===== config.mk =====
export PLATFORM = sky130hd
export DESIGN_NAME = fetch_unit
export DESIGN_NICKNAME = d
export VERILOG_FILES = /design/src/rtl/fetch_pkg.sv /design/src/rtl/fetch_queue.sv /design/src/rtl/fetch_unit.sv
export SDC_FILE = /design/constraint.sdc
export NUM_CORES = 2
export LEC_CHECK = 0
export ABC_AREA = 1
export CAP_MARGIN = 40
export CORE_ASPECT_RATIO = 0.75
export CORE_MARGIN = 1.5
export CORE_UTILIZATION = 40
export CTS_CLUSTER_DIAMETER = 60
export DETAILED_ROUTE_END_ITERATION = 10
export GPL_TIMING_DRIVEN = 0
export PLACE_DENSITY = 0.7
export SYNTH_ARGS = -nofsm -noshare
export SYNTH_HDL_FRONTEND = slang
export SYNTH_SLANG_ARGS = --single-unit
export TNS_END_PERCENT = 1

===== constraint.sdc =====
create_clock -name i_clk -period 122.6 [get_ports i_clk]
set_input_delay 36.78 -clock i_clk [delete_from_list [all_inputs] [get_ports i_clk]]
set_output_delay 36.78 -clock i_clk [all_outputs]
set_load 0.02 [all_outputs]

===== src/rtl/fetch_pkg.sv =====
// Shared types and helpers for the fetch front end: FSM encoding, decode-queue
// entry layout and PC alignment.
package fetch_pkg;

    localparam int ADDR_W     = 64;
    localparam int INSN_W     = 32;
    localparam int INSN_BYTES = 4;

    typedef enum logic [1:0] {
        S_REQ   = 2'd0,
        S_WAIT  = 2'd1,
        S_DRAIN = 2'd2
    } fetch_state_e;

    typedef struct packed {
        logic [ADDR_W-1:0] pc;
        logic [INSN_W-1:0] insn;
        logic [ADDR_W-1:0] pred_pc;
    } fetch_entry_t;

    // Clear the two low bits so every fetch address is word aligned.
    function automatic logic [ADDR_W-1:0] align_pc(input logic [ADDR_W-1:0] a);
        return {a[ADDR_W-1:2], 2'b00};
    endfunction

endpackage


===== src/rtl/fetch_queue.sv =====
// Small FIFO of fetch entries toward decode. Flush empties the queue in one
// edge and overrides any push/pop in the same cycle. Pointers wrap naturally
// because DEPTH is a power of two.
module fetch_queue
    import fetch_pkg::*;
#(
    parameter int DEPTH = 4
) (
    input  logic                     i_clk,
    input  logic                     i_rst,
    input  logic                     i_push,
    input  fetch_entry_t             i_push_data,
    input  logic                     i_pop,
    input  logic                     i_flush,
    output fetch_entry_t             o_head,
    output logic [$clog2(DEPTH):0]   o_count,
    output logic                     o_full,
    output logic                     o_empty
);

    localparam int                PTR_W    = $clog2(DEPTH);
    localparam logic [PTR_W:0]    FULL_CNT = (PTR_W+1)'(DEPTH);

    fetch_entry_t       r_mem [DEPTH];
    logic [PTR_W-1:0]   r_wr_ptr;
    logic [PTR_W-1:0]   r_rd_ptr;
    logic [PTR_W:0]     r_count;
    logic               w_push;
    logic               w_pop;

    assign w_push  = i_push && !i_flush && (r_count != FULL_CNT);
    assign w_pop   = i_pop  && !i_flush && (r_count != '0);
    assign o_head  = r_mem[r_rd_ptr];
    assign o_count = r_count;
    assign o_full  = (r_count == FULL_CNT);
    assign o_empty = (r_count == '0);

    // Entry storage: write the pushed entry at the write pointer.
    always_ff @(posedge i_clk or posedge i_rst) begin
        if (i_rst) begin
            for (int i = 0; i < DEPTH; i++) begin
                r_mem[i] <= '0;
            end
        end else if (w_push) begin
            r_mem[r_wr_ptr] <= i_push_data;
        end
    end

    // Pointer and occupancy bookkeeping, flush resets everything.
    always_ff @(posedge i_clk or posedge i_rst) begin
        if (i_rst) begin
            r_wr_ptr <= '0;
            r_rd_ptr <= '0;
            r_count  <= '0;
        end else if (i_flush) begin
            r_wr_ptr <= '0;
            r_rd_ptr <= '0;
            r_count  <= '0;
        end else begin
            if (w_push) begin
                r_wr_ptr <= r_wr_ptr + PTR_W'(1);
            end
            if (w_pop) begin
                r_rd_ptr <= r_rd_ptr + PTR_W'(1);
            end
            case ({w_push, w_pop})
                2'b10:   r_count <= r_count + (PTR_W+1)'(1);
                2'b01:   r_count <= r_count - (PTR_W+1)'(1);
                default: r_count <= r_count;
            endcase
        end
    end

endmodule


===== src/rtl/fetch_unit.sv =====
// Front-end fetch stage. Keeps the fetch PC, issues one instruction request at
// a time, shows the returning instruction to the branch predictor and queues
// {pc, insn, predicted next pc} toward decode. Backend redirects flush the
// queue; a request already in flight at redirect time is drained and dropped.
module fetch_unit
    import fetch_pkg::*;
#(
    parameter int                QUEUE_DEPTH = 4,
    parameter logic [ADDR_W-1:0] RESET_PC    = 64'h0
) (
    input  logic              i_clk,
    input  logic              i_reset,
    output logic              o_imem_req_valid,
    input  logic              i_imem_req_ready,
    output logic [ADDR_W-1:0] o_imem_req_addr,
    input  logic              i_imem_resp_valid,
    input  logic [INSN_W-1:0] i_imem_resp_data,
    output logic [ADDR_W-1:0] o_bp_pc,
    output logic [INSN_W-1:0] o_bp_instruction,
    input  logic [ADDR_W-1:0] i_bp_next_pc,
    input  logic              i_bp_overwrite_pc,
    input  logic              i_redirect_valid,
    input  logic [ADDR_W-1:0] i_redirect_pc,
    output logic              o_dec_valid,
    input  logic              i_dec_ready,
    output logic [ADDR_W-1:0] o_dec_pc,
    output logic [INSN_W-1:0] o_dec_insn,
    output logic [ADDR_W-1:0] o_dec_pred_pc
);

    localparam int                CNT_W   = $clog2(QUEUE_DEPTH) + 1;
    localparam logic [CNT_W-1:0]  CNT_MAX = CNT_W'(QUEUE_DEPTH);

    fetch_state_e       r_state;
    fetch_state_e       w_state_nxt;
    logic [ADDR_W-1:0]  r_pc;
    logic [ADDR_W-1:0]  r_inflight_pc;

    logic               w_req_valid;
    logic               w_req_fire;
    logic               w_resp_take;
    logic [ADDR_W-1:0]  w_npc;
    logic [ADDR_W-1:0]  w_bp_pc;
    logic [INSN_W-1:0]  w_bp_insn;
    logic               w_room;

    fetch_entry_t       w_push_entry;
    fetch_entry_t       w_head;
    logic [CNT_W-1:0]   w_q_count;
    logic               w_q_full;
    logic               w_q_empty;
    logic               w_pop;

    // A new request may only go out when the response is guaranteed a slot.
    assign w_room      = !w_q_full && (w_q_count < CNT_MAX);
    assign w_req_fire  = w_req_valid && i_imem_req_ready;
    // A response is kept only in S_WAIT and only if no redirect kills it.
    assign w_resp_take = (r_state == S_WAIT) && i_imem_resp_valid && !i_redirect_valid;
    assign w_npc       = align_pc(i_bp_overwrite_pc ? i_bp_next_pc
                                                    : r_inflight_pc + ADDR_W'(INSN_BYTES));
    assign w_pop       = o_dec_valid && i_dec_ready;

    assign w_push_entry.pc      = r_inflight_pc;
    assign w_push_entry.insn    = i_imem_resp_data;
    assign w_push_entry.pred_pc = w_npc;

    fetch_queue #(
        .DEPTH (QUEUE_DEPTH)
    ) u_queue (
        .i_clk       (i_clk),
        .i_rst       (i_reset),
        .i_push      (w_resp_take),
        .i_push_data (w_push_entry),
        .i_pop       (w_pop),
        .i_flush     (i_redirect_valid),
        .o_head      (w_head),
        .o_count     (w_q_count),
        .o_full      (w_q_full),
        .o_empty     (w_q_empty)
    );

    // FSM state register.
    always_ff @(posedge i_clk or posedge i_reset) begin
        if (i_reset) begin
            r_state <= S_REQ;
        end else begin
            r_state <= w_state_nxt;
        end
    end

    // FSM next-state: a request accepted under a redirect is already stale.
    always_comb begin
        w_state_nxt = r_state;
        case (r_state)
            S_REQ: begin
                if (w_req_fire) begin
                    w_state_nxt = i_redirect_valid ? S_DRAIN : S_WAIT;
                end else begin
                    w_state_nxt = S_REQ;
                end
            end
            S_WAIT: begin
                if (i_imem_resp_valid) begin
                    w_state_nxt = S_REQ;
                end else if (i_redirect_valid) begin
                    w_state_nxt = S_DRAIN;
                end else begin
                    w_state_nxt = S_WAIT;
                end
            end
            S_DRAIN: begin
                if (i_imem_resp_valid) begin
                    w_state_nxt = S_REQ;
                end else begin
                    w_state_nxt = S_DRAIN;
                end
            end
            default: w_state_nxt = S_REQ;
        endcase
    end

    // FSM outputs: request handshake and predictor view of the fetch.
    always_comb begin
        w_req_valid = 1'b0;
        w_bp_pc     = r_pc;
        w_bp_insn   = '0;
        case (r_state)
            S_REQ: begin
                w_req_valid = w_room && !i_reset;
            end
            S_WAIT: begin
                w_bp_pc   = r_inflight_pc;
                w_bp_insn = i_imem_resp_data;
            end
            S_DRAIN: begin
                w_req_valid = 1'b0;
            end
            default: begin
                w_req_valid = 1'b0;
            end
        endcase
    end

    // Fetch PC: redirect beats the predictor's choice of next PC.
    always_ff @(posedge i_clk or posedge i_reset) begin
        if (i_reset) begin
            r_pc <= RESET_PC;
        end else if (i_redirect_valid) begin
            r_pc <= align_pc(i_redirect_pc);
        end else if (w_resp_take) begin
            r_pc <= w_npc;
        end else begin
            r_pc <= r_pc;
        end
    end

    // Remember the address of the single outstanding request.
    always_ff @(posedge i_clk or posedge i_reset) begin
        if (i_reset) begin
            r_inflight_pc <= RESET_PC;
        end else if (w_req_fire) begin
            r_inflight_pc <= r_pc;
        end else begin
            r_inflight_pc <= r_inflight_pc;
        end
    end

    // Outputs are held at zero while reset is asserted.
    assign o_imem_req_valid = w_req_valid;
    assign o_imem_req_addr  = i_reset ? '0 : r_pc;
    assign o_bp_pc          = i_reset ? '0 : w_bp_pc;
    assign o_bp_instruction = i_reset ? '0 : w_bp_insn;
    assign o_dec_valid      = !w_q_empty && !i_reset;
    assign o_dec_pc         = o_dec_valid ? w_head.pc      : '0;
    assign o_dec_insn       = o_dec_valid ? w_head.insn    : '0;
    assign o_dec_pred_pc    = o_dec_valid ? w_head.pred_pc : '0;

endmodule


After elaboration in Yosys (flattened, before gate mapping)
Index checks and enable logic that the tools add are counted.
- register bits: 777
- logic and storage cells: 87
- input bits: 167
- output and inout bits: 322
- equality and inequality tests: 6
- muxes and demuxes: 29
- bitwise gates (word level): 2
- order comparisons: 4
- reductions and logical operators: 23
- $add $sub $neg: 5
- operators by type and width (cell ; number):
    bitwise mux 640 bit ; 1
    two-way mux 64 bit ; 8
    two-way mux 160 bit ; 3
    binary-select mux 160 bit (select 2 bit) ; 1
    demux 160 bit (select 2 bit) ; 1
    two-way mux 32 bit ; 3
    adder 64 x 3 -> 64 bit (second input constant) ; 1
    two-way mux 2 bit ; 8
    logical AND 1 bit ; 12
    >= comparator 3 bit (second input constant) ; 2
    inverter 2 -> 3 bit ; 2
    one-hot mux 2 bit (3 select lines) ; 1
    one-hot mux 3 bit (2 select lines) ; 1
    nonzero test 2 bit ; 3
    nonzero test 3 bit ; 2
    adder 2 x 1 -> 2 bit (second input constant) ; 2
    equality test 2 x 1 -> 1 bit (second input constant) ; 2
    equality test 2 bit (second input constant) ; 2
    logical NOT 1 bit ; 4
    adder 3 x 1 -> 3 bit (second input constant) ; 1
    equality test 3 bit (second input constant) ; 1
    logical NOT 3 bit ; 1
    < comparator 3 x 1 -> 1 bit (second input constant) ; 1
    < comparator 3 bit (second input constant) ; 1
    other kinds (5) ; 5

Depth between registers and ports, before layout
- word-level depth: 9
- depth in mapped cells: 12
- mapped depth without buffers: 12

Modules after synthesis
Synthesis repeated with hierarchy kept, for this count alone.
- cells, all modules: 5615
- area total of the unflattened synthesis: 40605.2 µm²
- by module, submodules not included (module ; cells an instance ; instances ; sequential area each (µm²) ; area each (µm²)):
    fetch_queue ; 3741 ; 1 ; 16190.5 ; 29751.0
    fetch_unit ; 1874 ; 1 ; 3153.0 ; 10854.2

Worst setup path after synthesis
Ideal clock, no wire load.
- path type: input to output
- start: in i_reset
- end: out o_bp_pc[54]
- buffers on the path: 2
- arrival: 62.109 ns
- stages on the path: 5
- setup slack: 23.711 ns
- required time: 85.820 ns
- cells stage by stage: clkbuf_1 clkinv_1 clkbuf_1 o21ai_0 a21oi_1
- longest elaborated chain between the ends: 1
- ends and longest elaborated chain (element ; RTL line ; text):
    start: declaration ; fetch_unit.sv:12 ; input logic i_reset,
    two-way mux 64 bit ; fetch_unit.sv:171 ; assign o_bp_pc = i_reset ? '0 : w_bp_pc;
    end: declaration ; fetch_unit.sv:18 ; output logic [ADDR_W-1:0] o_bp_pc,
No other way between the ends.

Final worst setup path
- start: in i_reset
- end: out o_bp_pc[58]
The elaborated chain is that of the path after synthesis.

==> implementation parameters <==
Parameter                              Value

Placement
  Detail Placement HPWL    136400 um
  Port bufs    475
  Worst setup timing slack at the placement stage    44.81 ns
  RD Place Congestion    1.060

Finish
  Most frequent standard cell in the layout excluding fill and tap cells    sky130_fd_sc_hd__nand2_1
  Share of layout cells above drive strength 1    6.571%
  Most frequent cells in the layout    sky130_fd_sc_hd__nand2_1, sky130_fd_sc_hd__dfrtp_1, sky130_fd_sc_hd__o21ai_0
  Synthesis-to-layout area growth    25.38%
  Filler Cell Count    8992
  Net count of the finished layout    5806
  Final core area utilization    50.82%

Worst hold path
  Hold wc startpoint    u_queue.r_mem[522]
  Hold Path Stages    2
  Terminating pin of the worst hold path    u_queue.r_mem[522]
  Hold/Removal Path Class    reg -> reg

Worst setup path
  Ordered cell list for the critical path    clkdlybuf4s50_1, clkbuf_1, buf_6, clkinv_1, clkbuf_4, buf_16, buf_16, buf_16, o21ai_0, a21oi_1, clkdlybuf4s50_1
  Critical path peak fanout    66
  Type of origin of the critical path    input port
  Biggest cell delay along the critical path    0.67 ns
  Largest delay contributor family on the critical path    buffers and inverters
  Critical register-to-register path endpoint    r_pc[54]
  Most common cell on crit path    sky130_fd_sc_hd__buf_16
  Cell depth of the worst flop-to-flop path    12
  Sort of element at the end of the critical path    output port
  Flop2flop setup slack    119.38 ns
  Path type of the worst setup path    in -> out
  FF-to-FF Start    r_inflight_pc[2]
  Launch point of the worst path    i_reset
  Crit path buffers/inverters    9
  Data arrival time of the critical path    41.13 ns
  Critical Path RT    85.82 ns
  CP max stage cell    sky130_fd_sc_hd__clkbuf_4

Synth
  Gate Count Post-Synth    5036
  Number of enable-type register cells in the synthesized netlist    0
  Flops & latches, synth    757
  Synth warnings    0
  Fraction of post-synthesis cell area in the top cell type by area    49.81%
  Netlist Area Pre-Place    38030 um^2
  Main area contributors after synthesis    sky130_fd_sc_hd__dfrtp_1, sky130_fd_sc_hd__nand2_1, sky130_fd_sc_hd__o21ai_0
  Synth area leader    sky130_fd_sc_hd__dfrtp_1
  Most used flip-flop cell after synthesis    sky130_fd_sc_hd__dfrtp_1
  Number of library cell types mapped by synthesis    39
  Share of synthesized registers carrying an async set or reset    100.0%
  Average size of a mapped cell    7.551 um^2
  Share of synthesized area occupied by flip-flops and latches    49.81%

STA
  Total Negative Setup Slacks    0 ns
  RSZ-0062 raised after global routing    no
  Worst hold-check slack    0.4736 ns
  Worst-case setup margin in the final layout    44.69 ns
  Transition at the pin with the smallest max-transition slack    1.048 ns
  Final Hold Fails    0
  Number of slew-limit violations in the final report    0
  Post-route fraction of the period consumed by the critical path    63.55%
  Period minus WS final    77.91 ns
  Achievable Freq    12.84 MHz
  Max transition margin    30.13%
  Worst setup skew after layout    0.02060 ns
  Setup violation total in the final timing report    0

Detailed routing
  TritonRoute pass-1 iters    6
  Avg WL per Cell    25.69 um
  Total number of vias    40020
  DRT antenna net count    0
  DRC Markers    0
  Number of DRC markers in iteration 0    5794
  Via count normalized by instance count    5.770
  Final routed wirelength across all metal layers    178200 um

Floorplanning
  Effective utilization at floorplan    40.54%
  Ports placed on the boundary    489
  Core region area    93820 um^2
  Y dimension of the die    270.0 um
  Number of standard-cell rows in the floorplan    97
  Area of the die    96950 um^2
  Overall die width    359.0 um

Power and ir drop
  Combinational group share of total power    34.0%
  Proportion of total power due to net switching    39.40%
  Overall power consumption    0.8597 mW
  VDD IR-drop max    0.00001059 V
  Internal power    0.5210 mW
  Reported net switching power    0.3387 mW
  Power density over the cells    18.03 nW/um^2
  Leakage component of the power    21.55 nW
  Fraction of power consumed by sequential logic    36.2%
  Fraction of power consumed by the clock network    29.7%

Clock tree
  Clock tree from TritonCTS    done
  CTS H-Tree Depth    3
  Latest clock arrival within the worst-skew pair    0.67 ns
  PostCTS Resize Cnt    0
  Post-CTS setup repair buffer count    0
  TritonCTS buffer count    79
  Max Root-Sink Buffers    3
  Number of buffers added to fix hold violations after cts    0
  Count of clock tree sinks    757
  Clock input transition at the sequential cells of the worst setup and hold paths    0.06 ns
  CTS root buffer    sky130_fd_sc_hd__clkbuf_16

Global route
  Vias in the first global route    37100
  Pin count of the biggest net entering global routing    67
  Sum of overflow across all layers after global routing    0
  Global-route wire length before repair    255900 um
  Number of antenna violations at the first check in global routing    11
  GRT Total Usage    35.91%

Flow run
  Max Cap Violations    0

Run status
  Status    completed
==> cell type report <==
cell class                 instances  area, um^2  share of cell area, %
antenna                            7       17.52                0.03674
buffer                           394        1760                  3.692
clock buffer                     114        2321                  4.868
clock inverter                    26       371.6                 0.7794
inverter                         435        1633                  3.424
multi-input combinational       3457       15720                  32.98
sequential                       757       18940                  39.73
tap                             1237        1548                  3.246
timing repair buffer             509        5363                  11.25
==> synth_stat cells (21+ instances only) <==
cell type                     n
sky130_fd_sc_hd__a21oi_1    356
sky130_fd_sc_hd__o21ai_1     95
sky130_fd_sc_hd__dfrtp_1    757
sky130_fd_sc_hd__buf_4       31
sky130_fd_sc_hd__inv_1      426
sky130_fd_sc_hd__o21ai_0    702
sky130_fd_sc_hd__buf_1       23
sky130_fd_sc_hd__buf_2      120
sky130_fd_sc_hd__or2_2       24
sky130_fd_sc_hd__clkbuf_1   212
sky130_fd_sc_hd__nor2_1     343
sky130_fd_sc_hd__nand3_1    257
sky130_fd_sc_hd__o211ai_1   127
sky130_fd_sc_hd__nand2_1   1434
sky130_fd_sc_hd__nand4_1     21
==> per-layer routing <==
layer / part of all wire (%) / up-vias / GRT usage (%)
met5: 0.031 / - / 0
met4: 4.5 / 8 / 14.29
met3: 15 / 414 / 12.86
met2: 41 / 2809 / 50.96
met1: 40 / 19360 / 49.64
li1: - / 17420 / -
==> power groups by stage <==
stage	Combinational, mW	Sequential, mW	Clock [mW]
3_5_place_dp	0.282	0.314	0
4_1_cts	0.283	0.310	0.255
3_3_place_gp	0.276	0.315	0
5_1_grt	0.307	0.314	0.264
2_1_floorplan	0.150	0.308	0
6_report	0.293	0.311	0.256
==> state kept, by name (all words and copies together) (netlist names) <==
signal,count
u_queue.r_mem,624
r_state,2
u_queue.o_count,3
u_queue.r_rd_ptr,2
u_queue.r_wr_ptr,2
r_inflight_pc,62
r_pc,62
==> worst reg2reg max path, delay by kind of cell, from the launching register on <==
family / cells / cell delay (ns)
AND/OR/NAND/NOR: 11 / 2.43
flip-flops: 1 / 0.44
adder cells (fa/ha/maj): 1 / 0.24
==> worst max path at each step <==
stage | depth (start not counted) | slack [ns] | end
3_5_place_dp | 11 | 44.81 | o_bp_pc[58]
5_1_grt | 11 | 44.58 | o_bp_pc[56]
4_1_cts | 11 | 44.78 | o_bp_pc[58]
6_report | 11 | 44.69 | o_bp_pc[58]
2_1_floorplan | 5 | 23.71 | o_bp_pc[54]
3_3_place_gp | 7 | 11.23 | o_bp_pc[54]
==> metrics by stage <==
step           cells  area, um^2
2_1_floorplan   5043       38060
3_3_place_gp    6755       44360
3_5_place_dp    6789       44970
4_1_cts         6929       47660
5_1_grt         6929       47660
6_report        6936       47680
==> kinds of logic (layout without fill, tap and decap cells) <==
kind of cell	Yosys count	in the layout	share of synthesized area (%)
buffers and inverters	829	1478	8.910
other	1	15	0.009861
DFF	757	757	49.81
and+or+nand+nor	2127	2127	22.59
AOI/OAI and AO/OA	1299	1299	18.07
adders and majority gates	6	6	0.2172
xor gates and xnor gates	17	17	0.3915
Power figures use the tool's default switching activity.
